<file path="config.mk">
export PLATFORM = sky130hd
export DESIGN_NAME = dma_block_fetcher_flat
export DESIGN_NICKNAME = d
export VERILOG_FILES = /design/src/rtl/cnn_pkg.sv /design/src/rtl/dma_block_fetcher_if.sv /design/src/rtl/dma_block_fetcher_block_capture_buf.sv /design/src/rtl/dma_block_fetcher.sv /design/src/flat_wrapper.sv
export SDC_FILE = /design/constraint.sdc
export NUM_CORES = 1
export LEC_CHECK = 0
export CAP_MARGIN = 10
export CELL_PAD_IN_SITES_DETAIL_PLACEMENT = 0
export CELL_PAD_IN_SITES_GLOBAL_PLACEMENT = 2
export CORE_MARGIN = 4
export CORE_UTILIZATION = 35
export DETAILED_ROUTE_END_ITERATION = 7
export PLACE_DENSITY = 0.79
export SETUP_SLACK_MARGIN = 0.15
export SLEW_MARGIN = 0
export SYNTH_ARGS = -nofsm -noshare
export SYNTH_HDL_FRONTEND = slang
export SYNTH_SLANG_ARGS = --single-unit
</file>
<file path="constraint.sdc">
create_clock -name clk -period 10.2 [get_ports clk]
set_input_delay 2.04 -clock clk [delete_from_list [all_inputs] [get_ports clk]]
set_output_delay 2.04 -clock clk [all_outputs]
set_load 0.005 [all_outputs]
</file>
<file path="src/rtl/cnn_pkg.sv">
// Shared CNN datapath constants and types used by the DMA block fetcher.
package cnn_pkg;

    localparam int unsigned DATA_WIDTH = 16;
    localparam int unsigned ADDR_WIDTH = 16;
    localparam int unsigned BLOCK_SIZE = 25;
    localparam int unsigned IDX_WIDTH  = $clog2(BLOCK_SIZE);
    localparam int unsigned SUM_WIDTH  = DATA_WIDTH + 5;
    localparam int unsigned LAT_WIDTH  = 3;

    typedef logic signed [DATA_WIDTH-1:0]      data_t;
    typedef logic [ADDR_WIDTH-1:0]             addr_t;
    typedef logic [DATA_WIDTH*BLOCK_SIZE-1:0]  block_t;
    typedef logic [IDX_WIDTH-1:0]              idx_t;
    typedef logic [LAT_WIDTH-1:0]              lat_t;

    typedef enum logic [2:0] {
        ST_IDLE,
        ST_REQ,
        ST_WAIT,
        ST_STREAM,
        ST_DONE
    } fetch_state_e;

    // Extract word i of a packed DMA block (word 0 in the LSBs).
    function automatic data_t block_word(input block_t blk, input int unsigned i);
        return data_t'(blk[i*DATA_WIDTH +: DATA_WIDTH]);
    endfunction

endpackage

</file>
<file path="src/rtl/dma_block_fetcher_if.sv">
// DMA block-read port plus the streaming valid/ready port of the block fetcher.
interface dma_block_fetcher_if;
    import cnn_pkg::*;

    logic   dma_enable;
    logic   dma_rw;
    addr_t  dma_address;
    block_t dma_block;
    data_t  out_data;
    logic   out_valid;
    logic   out_ready;
    logic   out_last;

    modport master (
        output dma_enable, dma_rw, dma_address, out_data, out_valid, out_last,
        input  dma_block, out_ready
    );

    modport slave (
        input  dma_enable, dma_rw, dma_address, out_data, out_valid, out_last,
        output dma_block, out_ready
    );

endinterface

</file>
<file path="src/rtl/dma_block_fetcher_block_capture_buf.sv">
// BLOCK_SIZE x DATA_WIDTH register file: parallel load of a whole DMA block, indexed read.
module block_capture_buf
    import cnn_pkg::*;
(
    input  logic   clk,
    input  logic   rst,
    input  logic   load,
    input  block_t load_data,
    input  idx_t   rd_idx,
    output data_t  rd_data_c
);

    data_t mem [BLOCK_SIZE];

    always_ff @(posedge clk) begin
        if (rst) begin
            for (int unsigned i = 0; i < BLOCK_SIZE; i++) mem[i] <= '0;
        end else if (load) begin
            for (int unsigned i = 0; i < BLOCK_SIZE; i++) mem[i] <= block_word(load_data, i);
        end
    end

    // Indices past the block read as zero so the look-ahead index never aliases.
    assign rd_data_c = (32'(rd_idx) < BLOCK_SIZE) ? mem[rd_idx] : '0;

endmodule

</file>
<file path="src/rtl/dma_block_fetcher.sv">
// Fetches one 5x5 block over the DMA read port and streams it word by word to the PE.
// Optional block_sum accumulator enabled by defining DMA_BLOCK_FETCHER_SUM_EN.
module dma_block_fetcher
    import cnn_pkg::*;
#(
    parameter int unsigned READ_LATENCY = 1
) (
    input  logic  clk,
    input  logic  rst,
    input  logic  start,
    input  addr_t base_addr,
    output logic  busy,
    output logic  done,
`ifdef DMA_BLOCK_FETCHER_SUM_EN
    output logic signed [SUM_WIDTH-1:0] block_sum,
`endif
    dma_block_fetcher_if.master bus
);

    localparam idx_t LAST_IDX = idx_t'(BLOCK_SIZE - 1);

    fetch_state_e state;
    lat_t         lat_cnt;
    idx_t         idx;
    idx_t         nxt_idx_c;
    logic         cap_load_c;
    data_t        buf_data_c;

    assign nxt_idx_c  = idx + idx_t'(1);
    assign cap_load_c = (state == ST_WAIT) && (lat_cnt == lat_t'(1));

    block_capture_buf u_buf (
        .clk       (clk),
        .rst       (rst),
        .load      (cap_load_c),
        .load_data (bus.dma_block),
        .rd_idx    (nxt_idx_c),
        .rd_data_c (buf_data_c)
    );

    // out_data is pre-loaded with the next word so a held-high ready streams without bubbles.
    always_ff @(posedge clk) begin
        if (rst) begin
            state           <= ST_IDLE;
            busy            <= 1'b0;
            done            <= 1'b0;
            lat_cnt         <= '0;
            idx             <= '0;
            bus.dma_enable  <= 1'b0;
            bus.dma_rw      <= 1'b0;
            bus.dma_address <= '0;
            bus.out_data    <= '0;
            bus.out_valid   <= 1'b0;
            bus.out_last    <= 1'b0;
`ifdef DMA_BLOCK_FETCHER_SUM_EN
            block_sum       <= '0;
`endif
        end else begin
            done <= 1'b0;
            case (state)
                ST_IDLE: begin
                    if (start) begin
                        bus.dma_address <= base_addr;
                        bus.dma_rw      <= 1'b1;
                        bus.dma_enable  <= 1'b1;
                        busy            <= 1'b1;
                        state           <= ST_REQ;
                    end
                end
                ST_REQ: begin
                    bus.dma_enable <= 1'b0;
                    lat_cnt        <= lat_t'(READ_LATENCY);
                    state          <= ST_WAIT;
                end
                ST_WAIT: begin
                    lat_cnt <= lat_cnt - lat_t'(1);
                    if (cap_load_c) begin
                        idx           <= '0;
                        bus.out_data  <= block_word(bus.dma_block, 0);
                        bus.out_last  <= (LAST_IDX == idx_t'(0));
                        bus.out_valid <= 1'b1;
`ifdef DMA_BLOCK_FETCHER_SUM_EN
                        block_sum     <= '0;
`endif
                        state         <= ST_STREAM;
                    end
                end
                ST_STREAM: begin
                    if (bus.out_valid && bus.out_ready) begin
`ifdef DMA_BLOCK_FETCHER_SUM_EN
                        block_sum <= block_sum + SUM_WIDTH'(bus.out_data);
`endif
                        if (idx == LAST_IDX) begin
                            bus.out_valid <= 1'b0;
                            bus.out_last  <= 1'b0;
                            done          <= 1'b1;
                            state         <= ST_DONE;
                        end else begin
                            idx          <= nxt_idx_c;
                            bus.out_data <= buf_data_c;
                            bus.out_last <= (nxt_idx_c == LAST_IDX);
                        end
                    end
                end
                ST_DONE: begin
                    busy       <= 1'b0;
                    bus.dma_rw <= 1'b0;
                    state      <= ST_IDLE;
                end
                default: state <= ST_IDLE;
            endcase
        end
    end

endmodule

</file>
<file path="src/flat_wrapper.sv">
// flat-port wrapper written by rule: the top's interface ports become plain ports
module dma_block_fetcher_flat import cnn_pkg::*;
#(
    parameter int unsigned READ_LATENCY = 1
)
  (clk, rst, start, base_addr, busy, done, bus_dma_enable, bus_dma_rw, bus_dma_address, bus_out_data, bus_out_valid, bus_out_last, bus_dma_block, bus_out_ready);
  dma_block_fetcher_if bus_i ();
  input  logic clk;
  input  logic rst;
  input  logic start;
  input  addr_t base_addr;
  output logic busy;
  output logic done;
  output wire logic [$bits(bus_i.dma_enable)-1:0] bus_dma_enable;
  output wire logic [$bits(bus_i.dma_rw)-1:0] bus_dma_rw;
  output wire logic [$bits(bus_i.dma_address)-1:0] bus_dma_address;
  output wire logic [$bits(bus_i.out_data)-1:0] bus_out_data;
  output wire logic [$bits(bus_i.out_valid)-1:0] bus_out_valid;
  output wire logic [$bits(bus_i.out_last)-1:0] bus_out_last;
  input wire logic [$bits(bus_i.dma_block)-1:0] bus_dma_block;
  input wire logic [$bits(bus_i.out_ready)-1:0] bus_out_ready;
  assign bus_dma_enable = bus_i.dma_enable;
  assign bus_dma_rw = bus_i.dma_rw;
  assign bus_dma_address = bus_i.dma_address;
  assign bus_out_data = bus_i.out_data;
  assign bus_out_valid = bus_i.out_valid;
  assign bus_out_last = bus_i.out_last;
  assign bus_i.dma_block = bus_dma_block;
  assign bus_i.out_ready = bus_out_ready;
  dma_block_fetcher #(.READ_LATENCY(READ_LATENCY)) u_core (.clk(clk), .rst(rst), .start(start), .base_addr(base_addr), .busy(busy), .done(done), .bus(bus_i));
endmodule
</file>
## Yosys cells after proc, flatten, opt, wreduce, memory -nomap -nowiden

Memories as Yosys holds them, arrays and structs flattened.
Cells that the tools add are included.

| storage, ports and cells | value |
|---|---|
| bits in registers | 48 |
| memory bits (writable) | 400 |
| memories | 1 |
| input port bits | 420 |

Memories:

| name | depth | width | rd ports | clocked after memory_dff | write ports | RTL line | text |
|---|---|---|---|---|---|---|---|
| u_core.u_buf.mem | 25 | 16 | 1 | 0 | 25 | dma_block_fetcher_block_capture_buf.sv:13 | `data_t mem [BLOCK_SIZE];` |

| operators by class | value |
|---|---|
| magnitude comparators | 1 |
| $add $sub $neg | 2 |
| multiplexer cells | 57 |
| reductions and logical operators | 15 |
| bitwise gates (word level) | 27 |
| eq/ne operators | 12 |

Operator list:

| kind | number |
|---|---|
| 16-bit two-way mux | 29 |
| 16-bit case mux with 2 select lines | 1 |
| 1-bit bitwise OR | 25 |
| 5-bit two-way mux | 3 |
| 1-bit two-way mux | 13 |
| 3-bit two-way mux | 4 |
| 3-bit case mux with 4 select lines | 1 |
| 4-bit AND reduction | 3 |
| 5-bit == test, second input constant | 2 |
| 5-bit case mux with 2 select lines | 1 |
| 1-bit case mux with 2 select lines | 4 |
| 2-bit nonzero test | 4 |
| 3-bit by 1-bit == test with 1-bit output, second input constant | 2 |
| 3-bit by 2-bit == test with 1-bit output, second input constant | 2 |
| 2-bit by 1-bit inequality test with 1-bit output, second input constant | 3 |
| 3-bit case mux with 2 select lines | 1 |
| 2-bit AND reduction | 3 |
| 5-bit by 1-bit adder with 5-bit output, second input constant | 1 |
| 5-bit less-than comparator, second input constant | 1 |
| 2-bit inequality test, second input constant | 2 |
| 3-bit == test, second input constant | 1 |
| 3-bit logical NOT | 1 |
| 3-bit AND reduction | 1 |
| 3-bit OR reduction | 1 |
| other kinds (3) | 5 |

## Logic depth before layout (Yosys ltp)

Gate-level depths: netlist of run 1.

| logic depth | value |
|---|---|
| depth in word-level cells | 6 |
| depth in mapped cells | 11 |
| depth with buffers taken out | 7 |

## Cells and area by module

Synthesis of run 1 repeated with hierarchy kept, for this count alone.

| unflattened totals | value |
|---|---|
| cell total of the unflattened synthesis | 1599 |
| area total of the unflattened synthesis | 20482.1 um2 |

Modules (own cells, without submodules):

| module | area an instance (um2) | times used | cells each |
|---|---|---|---|
| block_capture_buf | 18287.5 | 1 | 1334 |
| dma_block_fetcher | 2194.6 | 1 | 265 |

## Worst setup path before layout of run 1

Ideal clock, no wire load.

| timing path | value |
|---|---|
| kind | input -> register |
| from | input port rst |
| to | memory u_core.u_buf.mem[0][0] (netlist name), enable pin |
| buffers on the path | 3 |
| setup time | 0.599 ns |
| arrival time | 7.672 ns |
| required time | 9.601 ns |
| setup slack | 1.929 ns |
| cell stages on the path | 4 |
| cell sequence | clkbuf_1 -> clkbuf_1 -> clkbuf_1 -> or2_2 |

RTL lines:

| element | RTL line | text |
|---|---|---|
| start, declared | flat_wrapper.sv:9 | `input logic rst;` |
| end, declared | dma_block_fetcher_block_capture_buf.sv:13 |  |

==> results of run 1 <==
-- path summary, 6_finish.rpt --
| check | start | endpoint | cells after the start |
|---|---|---|---|
| setup reg to reg | u_core.state[1] | u_core.u_buf.mem[15][2] | 6 |
| setup / recovery | rst | u_core.u_buf.mem[15][2] | 4 |
| hold reg to reg | u_core.bus.dma_address[13] | u_core.bus.dma_address[13] | 2 |
| hold / removal | u_core.bus.dma_address[13] | u_core.bus.dma_address[13] | 2 |
-- final cells by class --
class | count | share of cell area
antenna | 6 | 0.000554
clock buffer | 61 | 0.0500
clock inverter | 31 | 0.00956
inverter | 9 | 0.00143
multi-input combinational | 810 | 0.251
sequential | 448 | 0.479
tap | 765 | 0.0353
timing repair buffer | 469 | 0.173
-- sequential cells by signal (all words and copies together) (netlist names) --
register                count
u_core.state                3
u_core.bus.dma_enable       1
u_core.bus.out_valid        1
u_core.lat_cnt              3
u_core.bus.dma_address     16
u_core.u_buf.mem          400
u_core.bus.out_last         1
u_core.busy                 1
u_core.done                 1
u_core.idx                  5
u_core.bus.out_data        16
-- critical path: cells and delay by family --
family | cells | cell delay (ns)
buffers and inverters | 3 | 2.02
and+or+nand+nor | 1 | 0.86
-- cells by family after synthesis --
| family | synth area share |
|---|---|
| simple gates | 0.147 |
| fa+ha+maj | 0.00308 |
| compound gates | 0.0469 |
| flops | 0.638 |
| buf+inv | 0.0297 |
| xor+xnor | 0.00129 |
| mux | 0.134 |
-- where the power goes --
part	switching (uW)	internal [uW]
combinational	167	222
sequential	31.2	2110
clock	735	1040
-- metrics by stage --
| step | worst slack [ns] | cells | utilization | hold slack [ns] |
|---|---|---|---|---|
| after floorplan | 1.93 | 1400 | - | 0.453 |
| after global placement | 4.80 | 2501 | 0.442 | 0.443 |
| after detailed placement | 4.71 | 2501 | 0.442 | 0.446 |
| after CTS | 5.34 | 2593 | 0.470 | 0.454 |
| after global routing | 5.09 | 2598 | 0.471 | 0.479 |
| final | 5.33 | 2599 | 0.471 | 0.453 |
-- Yosys cell counts, types with 3 or more instances --
library cell | instances | share of area
a21o_1 | 18 | 0.0066
a21oi_1 | 30 | 0.0074
a22oi_1 | 17 | 0.0063
and3_1 | 289 | 0.089
buf_1 | 3 | 0.00055
buf_2 | 18 | 0.0044
buf_4 | 7 | 0.0026
buf_6 | 3 | 0.0017
clkbuf_1 | 102 | 0.019
dfxtp_1 | 48 | 0.047
edfxtp_1 | 400 | 0.59
ha_1 | 5 | 0.0031
inv_1 | 8 | 0.0015
mux2_2 | 31 | 0.017
mux2i_1 | 21 | 0.010
mux4_2 | 96 | 0.11
nand2_1 | 57 | 0.011
nand2b_1 | 4 | 0.0012
nand3_1 | 4 | 0.00098
nand4_1 | 3 | 0.00092
nor2_1 | 15 | 0.0028
nor2b_1 | 113 | 0.035
nor3_1 | 5 | 0.0012
o21ai_0 | 53 | 0.013
o221ai_1 | 16 | 0.0069
-- layer usage --
metal | share of wire | up-vias | GRT usage
li1 | - | 6188 | -
met1 | 0.42 | 6662 | 0.256
met2 | 0.49 | 465 | 0.318
met3 | 0.068 | 95 | 0.0481
met4 | 0.024 | 16 | 0.0569
met5 | 0.0017 | - | 0
==> summary.txt, run 1 <==
Run status
  – Status: complete, no violations

Route
  – Drt total wl: 62.0 mm
  – Drt via density: 5.17
  – Drt pass-1 iters: 5
  – Per-cell routed wire length: 23.9 microns
  – DRT iter0 DRCs: approximately 1000
  – DR vias: around 13000
  – Drt drc: 0
  – Final ANT Viol Nets: 0

Setup path
  – Reg2reg setup slack: 5.75 ns
  – Worst-path fanout max: 81
  – Setup crit end kind: flip-flop
  – Crit path launch type: input port
  – CP arrival: 5.07 ns
  – WP data required: 10.39 ns
  – Setup CP Type: in -> reg
  – Slowest CP cell: or2_4
  – Critical Path Most Common Cell: buf_4
  – Slowest cell delay on critical path: between 0.8 and 0.9 ns
  – Critical path cell sequence: buf_4 > or2_4 > buf_4 > buf_4

Placement
  – Detailed Place HPWL: 42.9 mm
  – PortBufs: 457
  – Gp weighted congestion: 0.806
  – Placement-stage cell area: 25500 sq um

Cells and area
  – Share of cells above drive strength 1: 0.124
  – Footprint of the multi-input gates: 6820 sq um
  – Fill count: around 5000
  – Area Overhead vs Synth: 33.2%
  – Most frequent cells in the layout: clkdlybuf4s50_1 (456), edfxtp_1 (400), and3_1 (289), nor2b_1 (113), mux4_2 (96)
  – Commonest non-fill, non-tap cell in the layout: clkdlybuf4s50_1
  – Reg area: 13000 sq um
  – Design area: 27100 sq um
  – Nets@finish: 2213

Global route
  – Number of global-route vias before repair: approximately 14000
  – GR Util All Layers: 0.193
  – Initial antenna violation count: 16
  – Remaining global-route overflow: 0
  – First-pass GRT wire length: between 90 and 100 mm
  – Pin count of the biggest net entering global routing: 305

Timing
  – Slew Limit Headroom: 0.0697
  – Worst Skew: approximately 0.023 ns
  – Worst slew pin tran: approximately 1.4 ns
  – RSZ-0062 raised after global routing: no
  – Setup TNS: 0 ns
  – Fin crit share: 0.478
  – Number of hold violations in the final report: 0
  – FMAX: around 210 MHz
  – Endpoints failing setup: 0
  – Final min period: 4.87 ns
  – Slew Viols, Final: 0

Pwr
  – Pwr/cell area: around 160 nW/um^2
  – Leakage power: 0.0103 uW
  – VDD IR max: 0.000120 V
  – Total Power: 4300 uW

Clock network
  – Num Clock Sinks: 448
  – Cts bufs inserted: 50
  – Skew-Pair Late Insertion Delay: 0.58 ns
  – Cts repair resizes: 0
  – CTS max path bufs: 3
  – H-tree depth: 2
  – Clock transition at the registers of the reported paths: 0.06 ns
  – Hold Buf Count CTS: 0
  – Post-CTS Setup Inserts: 0
  – Root Driver: clkbuf_16
  – CTS tree: done

Logic synthesis
  – Yosys Warn Count: 0
  – Synth Area per Inst: 14.5 sq um
  – Post-Syn Area: 20300 sq um
  – Synth unique cells: 53
  – Synthesized flop and latch total: 448
  – Asr flop ratio synth: 0
  – Most common flop cell mapped by yosys: edfxtp_1
  – Net Count, Synth: 1825
  – Post-synth EDFFs: 400
  – Seq/Total Area, Yosys: 0.638
  – Synth Instances: 1400

Min path
  – Hold Crit Class: reg -> reg

Die
  – Core area: 57600 sq um
  – Die area: 62000 sq um
  – Initial Util: 0.353
  – Die width: 249 microns
  – I/O pin count: 458
  – Die height: about 250 microns
  – Row Count: 88

Flow run
  – Max-cap viol count: 0
Power figures use the tool's default switching activity.
==> run 2, diff against run 1 <==
- clock period: 10.2 -> 4.7 ns (I/O delays scaled with it)
==> summary.txt, run 2 (synthesis results as in run 1) <==
Run status
  – Status: complete, no violations

Setup path
  – Slowest CP cell: dfxtp_4
  – Reg2reg setup slack: 1.34 ns (-4.41 ns)
  – WP data required: 5.13 ns (-5.26 ns)
  – CP arrival: 3.79 ns (-1.28 ns)
  – Setup crit end kind: flip-flop
  – Setup CP Type: reg -> reg
  – Critical path cell sequence: inv_2 > ha_4 > buf_12 > mux4_2 > mux2_2 > o21ai_0 > a21o_1 > o221ai_1
  – Worst-path fanout max: 43 (-47%)
  – Crit path launch type: flip-flop
  – Slowest cell delay on critical path: 0.89 ns (+0.03 ns)

Clock network
  – Clock transition at the registers of the reported paths: 0.06 ns (about the same)
  – CTS tree: done
  – Hold Buf Count CTS: 0 (unchanged)
  – CTS max path bufs: 3 (unchanged)
  – H-tree depth: 2 (unchanged)
  – Post-CTS Setup Inserts: 0 (unchanged)
  – Cts repair resizes: 0 (unchanged)
  – Root Driver: clkbuf_16
  – Cts bufs inserted: 49 (-2.0%)
  – Num Clock Sinks: 448 (unchanged)
  – Skew-Pair Late Insertion Delay: 0.60 ns (+0.02 ns)

Global route
  – Remaining global-route overflow: 0 (unchanged)
  – Initial antenna violation count: 8 (-8)
  – First-pass GRT wire length: 95.4 mm (+5.9%)
  – GR Util All Layers: 0.207 (+0.0138)
  – Pin count of the biggest net entering global routing: 304 (-0.33%)
  – Number of global-route vias before repair: 14003 (+3.1%)

Timing
  – FMAX: a little under 300 MHz
  – Slew Viols, Final: 0 (unchanged)
  – Worst Skew: 0.0329 ns (+0.00949 ns)
  – Number of hold violations in the final report: 0 (unchanged)
  – Endpoints failing setup: 0 (unchanged)
  – Fin Hold WS: 0.455 ns (+0.00219 ns)
  – Fin crit share: 0.715
  – Slew Limit Headroom: 0.194 (+0.124)
  – RSZ-0062 raised after global routing: no
  – Worst slew pin tran: 1.21 ns (-0.187 ns)
  – Setup TNS: 0 ns (unchanged)
  – Final min period: 3.36 ns

Route
  – DR vias: 13607 (+1.3%)
  – Per-cell routed wire length: 25.7 microns (+7.8%)
  – Drt total wl: 67.0 mm (+8.0%)
  – Drt via density: 5.23 (+1.2%)
  – Final ANT Viol Nets: 0 (unchanged)
  – Drt drc: 0 (unchanged)
  – DRT iter0 DRCs: 1292 (+29%)
  – Drt pass-1 iters: 5 (unchanged)

Cells and area
  – Max FFs per register: 400 (unchanged)
  – Fill count: 5037 (-0.26%)
  – Most frequent cells in the layout: clkdlybuf4s50_1 (456), edfxtp_1 (400), and3_1 (289), nor2b_1 (113), mux4_2 (96)
  – Area Overhead vs Synth: 33.9%
  – Post-route insts no fill: 2603 (+0.15%)
  – Nets@finish: 2220 (+0.32%)
  – Top flop regs: u_core.u_buf.mem x400, u_core.bus.dma_address x16, u_core.bus.out_data x16
  – Reg area: 13000 sq um (unchanged)
  – Post-layout util: 0.473 (+0.00219)
  – Commonest non-fill, non-tap cell in the layout: clkdlybuf4s50_1
  – Reg with most FFs: u_core.u_buf.mem
  – Share of cells above drive strength 1: 0.126 (+0.00280)
  – Footprint of the multi-input gates: 6830 sq um (+0.17%)

Die
  – Die height: 249 microns (unchanged)
  – Initial Util: 0.353 (unchanged)
  – Row Count: 88 (unchanged)
  – Die area: 62000 sq um (unchanged)
  – I/O pin count: 458 (unchanged)
  – Die width: 249 microns (unchanged)
  – Core area: 57600 sq um (unchanged)

Placement
  – Placed Instances: 2509 (+0.32%)
  – PortBufs: 457 (unchanged)
  – Detailed Place HPWL: 48.0 mm (+12%)
  – Gp weighted congestion: 0.811 (+0.70%)

Flow run
  – Max-cap viol count: 0 (unchanged)

Pwr
  – VDD IR max: 0.000262 V (+120%)
  – Leakage power: 0.0104 uW (+0.52%)
  – Pwr/cell area: 345 nW/um^2 (+120%)

Min path
  – Hold Crit Class: reg -> reg
==> run 2: changes by cell type in the layout (fill, tap and decap cells not counted), sizes merged <==
cell | previous run | this run
buf | 13 | 21
diode | 6 | 3
bufinv | 4 | 5
clkbuf | 61 | 64
clkinv | 25 | 20
==> run 2: worst paths after layout <==
kind,cells past startpoint,start,endpoint
max reg2reg,8,u_core.idx[0],u_core.bus.out_data[0]
min reg2reg,2,u_core.bus.dma_address[12],u_core.bus.dma_address[12]
max,8,u_core.idx[0],u_core.bus.out_data[0]
min,2,u_core.bus.dma_address[12],u_core.bus.dma_address[12]
==> run 2: critical path, delay by kind of cell (launching register included) <==
family / cells / cell delay [ns]
adders and majority gates: 1 / 0.69
buffers and inverters: 2 / 0.47
DFF: 1 / 0.89
muxes: 2 / 0.71
AOI/OAI and AO/OA: 3 / 0.39
==> run 2: through the flow <==
step | worst slack [ns] | instance area, sq um | total power, uW
final | 1.34 | 27200 | 9380
after global routing | 1.11 | 27200 | 9710
after CTS | 1.28 | 27200 | 9470
after detailed placement | 1.27 | 25600 | 5620
after global placement | 1.26 | 25600 | 5600
after floorplan | 0.00401 | 20400 | 5050
==> run 2: where the power goes <==
group	leakage, uW	switching [uW]	internal [uW]
clock	0.000778	1620	2240
sequential	0.00452	75.0	4570
combinational	0.00508	389	493
==> run 2: layout make-up <==
| class | instances | area share |
|---|---|---|
| clock buffer | 64 | 0.0479 |
| clock inverter | 27 | 0.0104 |
| sequential | 448 | 0.477 |
| timing repair buffer | 477 | 0.178 |
| inverter | 9 | 0.00142 |
| multi-input combinational | 810 | 0.251 |
| tap | 765 | 0.0352 |
| antenna | 3 | 0.000276 |
==> run 2: per-layer routing <==
layer | vias to the layer above | wire length, microns | share of wire | GRT usage
met5 | - | 62 | 0.00093 | 0
met3 | 82 | 4610 | 0.069 | 0.0523
met4 | 8 | 1300 | 0.019 | 0.0469
met1 | 6874 | 28500 | 0.43 | 0.281
met2 | 444 | 32500 | 0.49 | 0.339
li1 | 6199 | - | - | -
